## config.mk

```make
export PLATFORM = sky130hd
export DESIGN_NAME = biriscv_issue_sb
export DESIGN_NICKNAME = d
export VERILOG_FILES = /design/src/rtl/biriscv_issue_sb_pkg.sv /design/src/rtl/biriscv_issue_bypass.sv /design/src/rtl/biriscv_issue_sb.sv
export SDC_FILE = /design/constraint.sdc
export NUM_CORES = 1
export LEC_CHECK = 0
export ABC_AREA = 1
export BUFFER_PORTS_ARGS = -buffer_cell sky130_fd_sc_hd__buf_2
export CORE_AREA = 2 2 163 165
export CTS_CLUSTER_SIZE = 25
export DETAILED_ROUTE_END_ITERATION = 8
export DIE_AREA = 0 0 165 167
export MAX_ROUTING_LAYER = met4
export PLACE_DENSITY = 0.48
export RECOVER_POWER = 25
export SLEW_MARGIN = 5
export SYNTH_ARGS = -nofsm -noshare
export SYNTH_HDL_FRONTEND = slang
export SYNTH_SLANG_ARGS = --single-unit
```

## constraint.sdc

```tcl
create_clock -name clk_i -period 9.6 [get_ports clk_i]
set_input_delay 1.92 -clock clk_i [delete_from_list [all_inputs] [get_ports clk_i]]
set_output_delay 1.92 -clock clk_i [all_outputs]
set_load 0.005 [all_outputs]
```

## src/rtl/biriscv_issue_sb_pkg.sv

```systemverilog
// Shared types and constants for the biRISC-V issue scoreboard: exception width,
// issue FSM state encodings, CSR drain depth and the held-instruction record.
package biriscv_issue_sb_pkg;

   localparam int XLEN            = 32;
   localparam int EXCEPTION_W     = 6;
   localparam int CSR_DRAIN_DEPTH = 2;

   typedef enum logic [1:0] {
      ISSUE_ST_ISSUE     = 2'd0,
      ISSUE_ST_DIV_WAIT  = 2'd1,
      ISSUE_ST_CSR_DRAIN = 2'd2
   } issue_state_e;

   typedef struct packed {
      logic [XLEN-1:0]        pc;
      logic [XLEN-1:0]        opcode;
      logic                   lsu;
      logic                   csr;
      logic                   div;
      logic                   mul;
      logic                   branch;
      logic                   rd_valid;
      logic                   ra_valid;
      logic                   rb_valid;
      logic [EXCEPTION_W-1:0] exception;
   } hold_t;

   // A used, non-x0 source that names a stage whose result is not yet available.
   function automatic logic src_hazard(input logic       used,
                                       input logic [4:0] rs,
                                       input logic [4:0] rd,
                                       input logic       not_ready);
      return used & (rs != 5'd0) & (rs == rd) & not_ready;
   endfunction

endpackage

```

## src/rtl/biriscv_issue_bypass.sv

```systemverilog
// Priority operand selector for one source register:
// x0, then E1 (ALU results only), then E2, then WB, then the register file.
module biriscv_issue_bypass
   import biriscv_issue_sb_pkg::*;
(
   input  logic [4:0]      rs,
   input  logic [4:0]      rd_e1,
   input  logic [4:0]      rd_e2,
   input  logic [4:0]      rd_wb,
   input  logic            alu_e1,
   input  logic [XLEN-1:0] result_e1,
   input  logic [XLEN-1:0] result_e2,
   input  logic [XLEN-1:0] result_wb,
   input  logic [XLEN-1:0] regfile,
   output logic [XLEN-1:0] value
);

   always_comb begin
      // NOTE: value gets a default before any branch so no path leaves it unassigned (no latch).
      value = regfile;
      if (rs == 5'd0) begin
         value = '0;
      end else if (alu_e1 && (rs == rd_e1)) begin
         value = result_e1;
      end else if (rs == rd_e2) begin
         value = result_e2;
      end else if (rs == rd_wb) begin
         value = result_wb;
      end
   end

endmodule

```

## src/rtl/biriscv_issue_sb.sv

```systemverilog
// Issue scoreboard: one-entry hold, RAW hazard detection, operand bypass, DIV/CSR
// serialisation. Define BIRISCV_LOAD_MUL_BYPASS_EN to forward load/mul results from E2.
module biriscv_issue_sb
   import biriscv_issue_sb_pkg::*;
(
   input  logic                   clk_i,
   input  logic                   rst_i,

   input  logic                   fetch_valid_i,
   output logic                   fetch_accept_o,
   input  logic [31:0]            fetch_pc_i,
   input  logic [31:0]            fetch_opcode_i,
   input  logic                   fetch_lsu_i,
   input  logic                   fetch_csr_i,
   input  logic                   fetch_div_i,
   input  logic                   fetch_mul_i,
   input  logic                   fetch_branch_i,
   input  logic                   fetch_rd_valid_i,
   input  logic                   fetch_ra_valid_i,
   input  logic                   fetch_rb_valid_i,
   input  logic [EXCEPTION_W-1:0] fetch_exception_i,

   input  logic                   intr_pending_i,
   input  logic [31:0]            ra_value_i,
   input  logic [31:0]            rb_value_i,

   output logic                   issue_valid_o,
   output logic                   issue_accept_o,
   output logic                   issue_stall_o,
   output logic                   issue_lsu_o,
   output logic                   issue_csr_o,
   output logic                   issue_div_o,
   output logic                   issue_mul_o,
   output logic                   issue_branch_o,
   output logic                   issue_rd_valid_o,
   output logic [4:0]             issue_rd_o,
   output logic [EXCEPTION_W-1:0] issue_exception_o,
   output logic                   take_interrupt_o,
   output logic [31:0]            issue_pc_o,
   output logic [31:0]            issue_opcode_o,
   output logic [31:0]            issue_operand_ra_o,
   output logic [31:0]            issue_operand_rb_o,

   input  logic [4:0]             rd_e1_i,
   input  logic [4:0]             rd_e2_i,
   input  logic [4:0]             rd_wb_i,
   input  logic                   load_e1_i,
   input  logic                   mul_e1_i,
   input  logic                   load_e2_i,
   input  logic                   mul_e2_i,
   input  logic [31:0]            alu_result_e1_i,
   input  logic [31:0]            result_e2_i,
   input  logic [31:0]            result_wb_i,

   input  logic                   stall_i,
   input  logic                   div_complete_i,
   input  logic                   squash_e1_e2_i,
   input  logic                   squash_wb_i
);

   hold_t        hold_q;
   logic         hold_valid_q;
   issue_state_e state_q, state_d;
   logic [1:0]   csr_cnt_q, csr_cnt_d;

   logic [4:0]   rs1, rs2;
   logic         e1_slow, e2_slow, e1_alu;
   logic         hazard, issue_fire, capture, squash;
   logic [31:0]  ra_fwd, rb_fwd;

   assign rs1     = hold_q.opcode[19:15];
   assign rs2     = hold_q.opcode[24:20];
   assign squash  = squash_e1_e2_i | squash_wb_i;
   assign e1_slow = load_e1_i | mul_e1_i;
   assign e1_alu  = ~e1_slow;

`ifdef BIRISCV_LOAD_MUL_BYPASS_EN
   assign e2_slow = 1'b0;
`else
   assign e2_slow = load_e2_i | mul_e2_i;
`endif

   assign hazard = hold_valid_q &
                   (src_hazard(hold_q.ra_valid, rs1, rd_e1_i, e1_slow) |
                    src_hazard(hold_q.ra_valid, rs1, rd_e2_i, e2_slow) |
                    src_hazard(hold_q.rb_valid, rs2, rd_e1_i, e1_slow) |
                    src_hazard(hold_q.rb_valid, rs2, rd_e2_i, e2_slow));

   assign issue_valid_o    = hold_valid_q;
   assign issue_accept_o   = hold_valid_q & ~stall_i & ~hazard & (state_q == ISSUE_ST_ISSUE);
   assign issue_fire       = issue_valid_o & issue_accept_o;
   assign issue_stall_o    = stall_i | (hold_valid_q & ~issue_accept_o);
   assign take_interrupt_o = intr_pending_i & issue_accept_o;
   assign fetch_accept_o   = ~rst_i & (~hold_valid_q | issue_fire);
   assign capture          = fetch_valid_i & fetch_accept_o;

   // NOTE: sequential state uses non-blocking assignments so every register samples pre-edge values.
   always_ff @(posedge clk_i) begin
      if (rst_i || squash) begin
         hold_valid_q <= 1'b0;
      end else if (capture) begin
         hold_valid_q <= 1'b1;
      end else if (issue_fire) begin
         hold_valid_q <= 1'b0;
      end
   end

   // NOTE: the payload is deliberately not reset; every consumer is qualified by hold_valid_q.
   always_ff @(posedge clk_i) begin
      if (capture) begin
         hold_q.pc        <= fetch_pc_i;
         hold_q.opcode    <= fetch_opcode_i;
         hold_q.lsu       <= fetch_lsu_i;
         hold_q.csr       <= fetch_csr_i;
         hold_q.div       <= fetch_div_i;
         hold_q.mul       <= fetch_mul_i;
         hold_q.branch    <= fetch_branch_i;
         hold_q.rd_valid  <= fetch_rd_valid_i;
         hold_q.ra_valid  <= fetch_ra_valid_i;
         hold_q.rb_valid  <= fetch_rb_valid_i;
         hold_q.exception <= fetch_exception_i;
      end
   end

   always_comb begin
      state_d   = state_q;
      csr_cnt_d = csr_cnt_q;
      if (squash) begin
         state_d   = ISSUE_ST_ISSUE;
         csr_cnt_d = 2'd0;
      end else begin
         case (state_q)
            ISSUE_ST_ISSUE: begin
               if (issue_fire && hold_q.div) begin
                  state_d = ISSUE_ST_DIV_WAIT;
               end else if (issue_fire && hold_q.csr) begin
                  state_d   = ISSUE_ST_CSR_DRAIN;
                  csr_cnt_d = 2'(CSR_DRAIN_DEPTH);
               end
            end
            ISSUE_ST_DIV_WAIT: begin
               if (div_complete_i) state_d = ISSUE_ST_ISSUE;
            end
            ISSUE_ST_CSR_DRAIN: begin
               // Leaving on the decrement that reaches zero gives exactly CSR_DRAIN_DEPTH blocked cycles.
               if (!stall_i) begin
                  if (csr_cnt_q <= 2'd1) begin
                     csr_cnt_d = 2'd0;
                     state_d   = ISSUE_ST_ISSUE;
                  end else begin
                     csr_cnt_d = csr_cnt_q - 2'd1;
                  end
               end
            end
            default: begin
               state_d   = ISSUE_ST_ISSUE;
               csr_cnt_d = 2'd0;
            end
         endcase
      end
   end

   always_ff @(posedge clk_i) begin
      if (rst_i) begin
         state_q   <= ISSUE_ST_ISSUE;
         csr_cnt_q <= 2'd0;
      end else begin
         state_q   <= state_d;
         csr_cnt_q <= csr_cnt_d;
      end
   end

   biriscv_issue_bypass u_bypass_ra (
      .rs        (rs1),
      .rd_e1     (rd_e1_i),
      .rd_e2     (rd_e2_i),
      .rd_wb     (rd_wb_i),
      .alu_e1    (e1_alu),
      .result_e1 (alu_result_e1_i),
      .result_e2 (result_e2_i),
      .result_wb (result_wb_i),
      .regfile   (ra_value_i),
      .value     (ra_fwd)
   );

   biriscv_issue_bypass u_bypass_rb (
      .rs        (rs2),
      .rd_e1     (rd_e1_i),
      .rd_e2     (rd_e2_i),
      .rd_wb     (rd_wb_i),
      .alu_e1    (e1_alu),
      .result_e1 (alu_result_e1_i),
      .result_e2 (result_e2_i),
      .result_wb (result_wb_i),
      .regfile   (rb_value_i),
      .value     (rb_fwd)
   );

   assign issue_pc_o         = hold_valid_q ? hold_q.pc        : '0;
   assign issue_opcode_o     = hold_valid_q ? hold_q.opcode    : '0;
   assign issue_operand_ra_o = hold_valid_q ? ra_fwd           : '0;
   assign issue_operand_rb_o = hold_valid_q ? rb_fwd           : '0;
   assign issue_exception_o  = hold_valid_q ? hold_q.exception : '0;
   assign issue_rd_o         = (hold_valid_q && hold_q.rd_valid) ? hold_q.opcode[11:7] : 5'd0;
   assign issue_lsu_o        = hold_valid_q & hold_q.lsu;
   assign issue_csr_o        = hold_valid_q & hold_q.csr;
   assign issue_div_o        = hold_valid_q & hold_q.div;
   assign issue_mul_o        = hold_valid_q & hold_q.mul;
   assign issue_branch_o     = hold_valid_q & hold_q.branch;
   assign issue_rd_valid_o   = hold_valid_q & hold_q.rd_valid;

endmodule

```

==> results.json <==
{
  "synth_most_common_cell": "nand2_1",
  "yosys-top-cells-count": "nand2_1, inv_1, edfxtp_1",
  "worstSetupStartpointType": "input port",
  "yosys-top-cells-area": "edfxtp_1, nand2_1, inv_1",
  "clkPwrFrac": 0.375,
  "synth_compound_area_frac": 0.198,
  "status": "finished clean",
  "synth_edf_count": 78,
  "min_from": "csr_cnt_q[0]",
  "synthMuxAreaShare": 0,
  "hp-class": "register to register",
  "ctsHoldBuffers": 0,
  "num_vias": 7092,
  "criticalPathCategory": "input port to output pin",
  "grtUsageTotal": 0.187,
  "seq_power_share": 0.454,
  "drive_above_1_share": 0.393,
  "start_util": 0.236,
  "internal-power_uw": 670,
  "clock_latency_ns": 0.34,
  "synth_fa_ha_area_frac": 0,
  "port_buffers": 414,
  "comb_power_share": 0.171,
  "synth_area_mm2": 0.00608,
  "grt_pass1_vias": 6789,
  "grt_pass1_wl_um": 38000,
  "ant_nets": 0,
  "switching_share": 0.277,
  "htreeDepth": 3,
  "yosys.area_share.simple": 0.233,
  "cts_tree": "built",
  "root_buffer": "clkbuf_16",
  "p_per_area_mw_per_mm2": 106,
  "cts_made_buffers": 9,
  "grt_max_degree": 82,
  "cts_buffer_depth": 2,
  "area_delta_synth_final_pct": 43.3,
  "die_y_um": 167,
  "drc_errors": 0,
  "fin_area_mm2": 0.00871,
  "placed_area_mm2": 0.00839,
  "yosysSeqAreaShare": 0.402,
  "setup_tns_ns": 0,
  "tightest_slew_ns": 1.17,
  "wl_per_cell_um": 16.8,
  "slew_headroom": 0.221,
  "ir_drop_mv": 0.108,
  "cp_max_fo": 33,
  "die_area_mm2": 0.0276,
  "rows": 59,
  "drt_iter0_drc": 404,
  "yosys_warnings": 0,
  "grt_antenna_before_repair": 9,
  "rsz0062_at_grt": "false",
  "period_needed_ns": 5.74,
  "cp_data_required_time_ns": 7.68,
  "grt-ovfl-total": 0,
  "p_total_uw": 927,
  "crit_arrival_ns": 3.82,
  "final_nets": 1501,
  "hold_violations": 0,
  "syn_inst": 857,
  "io_pins": 415,
  "rr_worst_depth": 12,
  "synth.distinct_cells": 33,
  "end_kind": "output pin",
  "min_period_over_period": 0.598,
  "yosysTopAreaCell": "edfxtp_1",
  "core_mm2": 0.0258,
  "worstReg2RegStart": "hold_q[32]",
  "holdPathEnd": "csr_cnt_q[0]",
  "place_congestion": 0.856,
  "p_leak_nw": 4.99,
  "synth_xor_area_frac": 0.0360,
  "ys_seq_elements": 83,
  "die_width_um": 165,
  "synth_top_area_share": 0.385,
  "cts_setup_buffers": 0,
  "switchingPower_uw": 257,
  "drt-vias-per-instance": 4.47,
  "first_pass_iters": 5,
  "whs_path_depth": 2,
  "synthFlopType": "edfxtp_1",
  "async_flop_share": 0,
  "wirelength_um": 26600,
  "whs_ns": 0.517,
  "regToRegSetupSlack_ns": 6.60,
  "hpwl_um": 20800,
  "path_clk_slew_ns": 0.07,
  "fmax_ghz": 0.174,
  "cts_sinks": 83,
  "maxSlewViolCount": 0,
  "drv_cap": 0,
  "finClkSkew_ns": 0.0101,
  "syn_avg_cell_area_um2": 7.09,
  "synth_top_family_by_area": "simple AND/OR/NAND/NOR gates",
  "r2r-end": "hold_q[20]",
  "syn_nets": 1122,
  "ctsResizeCount": 0,
  "finalSetupViolCount": 0
}
flip-flops by register name, indices dropped and copies added, names as in the netlist:
signal         cells
hold_q            78
state_q            2
csr_cnt_q          2
issue_valid_o      1
layout by cell type, fill, tap and decap left out, drive strengths merged:
cell / instances
o211ai: 1
a21oi: 4
nand3: 9
o21ai: 130
dfxtp: 5
clkinv: 3
xor2: 12
nand2: 304
nor3: 3
nor3b: 1
nand4: 2
buf: 424
a31oi: 64
diode: 9
nor2: 29
a21boi: 1
xnor2: 13
nand3b: 1
inv: 142
and3: 1
clkbuf: 10
edfxtp: 78
or2: 4
worst max-delay path: stages:
cell     delay [ns]
buf_2          0.12
xnor2_1        0.13
nand2_1        0.07
nor2_1         0.12
nand2_1        0.06
buf_4          0.25
inv_1          0.18
buf_4          0.35
nand2_1        0.09
a31oi_1        0.30
buf_2          0.18
kinds of logic after synthesis:
kind of cell           count (synthesis)
flip-flops                            83
AO/OA/AOI/OAI                        200
buffers and inverters                195
AND/OR/NAND/NOR                      354
XOR/XNOR                              25
power groups by stage:
stage          Sequential (mW)  Combinational (mW)  Clock [mW]
2_1_floorplan            0.427              0.0767           0
3_3_place_gp             0.429               0.159           0
3_5_place_dp             0.429               0.160           0
4_1_cts                  0.421               0.161       0.358
5_1_grt                  0.423               0.179       0.369
6_report                 0.421               0.158       0.348
worst max-delay path by stage:
stage	from	end
floorplan	rd_e1_i[2]	hold_q[0]
global placement	rd_e2_i[1]	issue_operand_ra_o[31]
detailed placement	rd_wb_i[1]	issue_operand_ra_o[5]
CTS	rd_wb_i[1]	issue_operand_ra_o[5]
global route	rd_wb_i[1]	issue_operand_ra_o[5]
finish	rd_e2_i[1]	issue_operand_ra_o[5]
area by class of cell:
class                   instances  area, um^2
fillers                      2912       17100
multi-input cells             579        2850
flip-flops and latches         83        2440
repair buffers                425        2150
inverters                     138         518
well taps                     335         419
clock buffers                   9         225
clock inverters                 7        76.3
diodes                          9        22.5
routing by layer:
| layer | share of wire | vias up | global-route usage |
|---|---|---|---|
| met3 | 0.090 | 28 | 0.0471 |
| met5 | 0 | - | - |
| li1 | - | 3526 | - |
| met2 | 0.50 | 327 | 0.327 |
| met4 | 0.022 | 0 | 0.0635 |
| met1 | 0.38 | 3211 | 0.206 |
through the flow:
step                      instances   util  setup WS [ns]
final                          1585  0.338           3.86
after global routing           1581  0.338           3.67
after CTS                      1576  0.337           3.83
after detailed placement       1560  0.326           3.83
after global placement         1560  0.326           3.85
after floorplan                 857      -           1.16
Note: power is estimated with default switching activity, not from simulation.
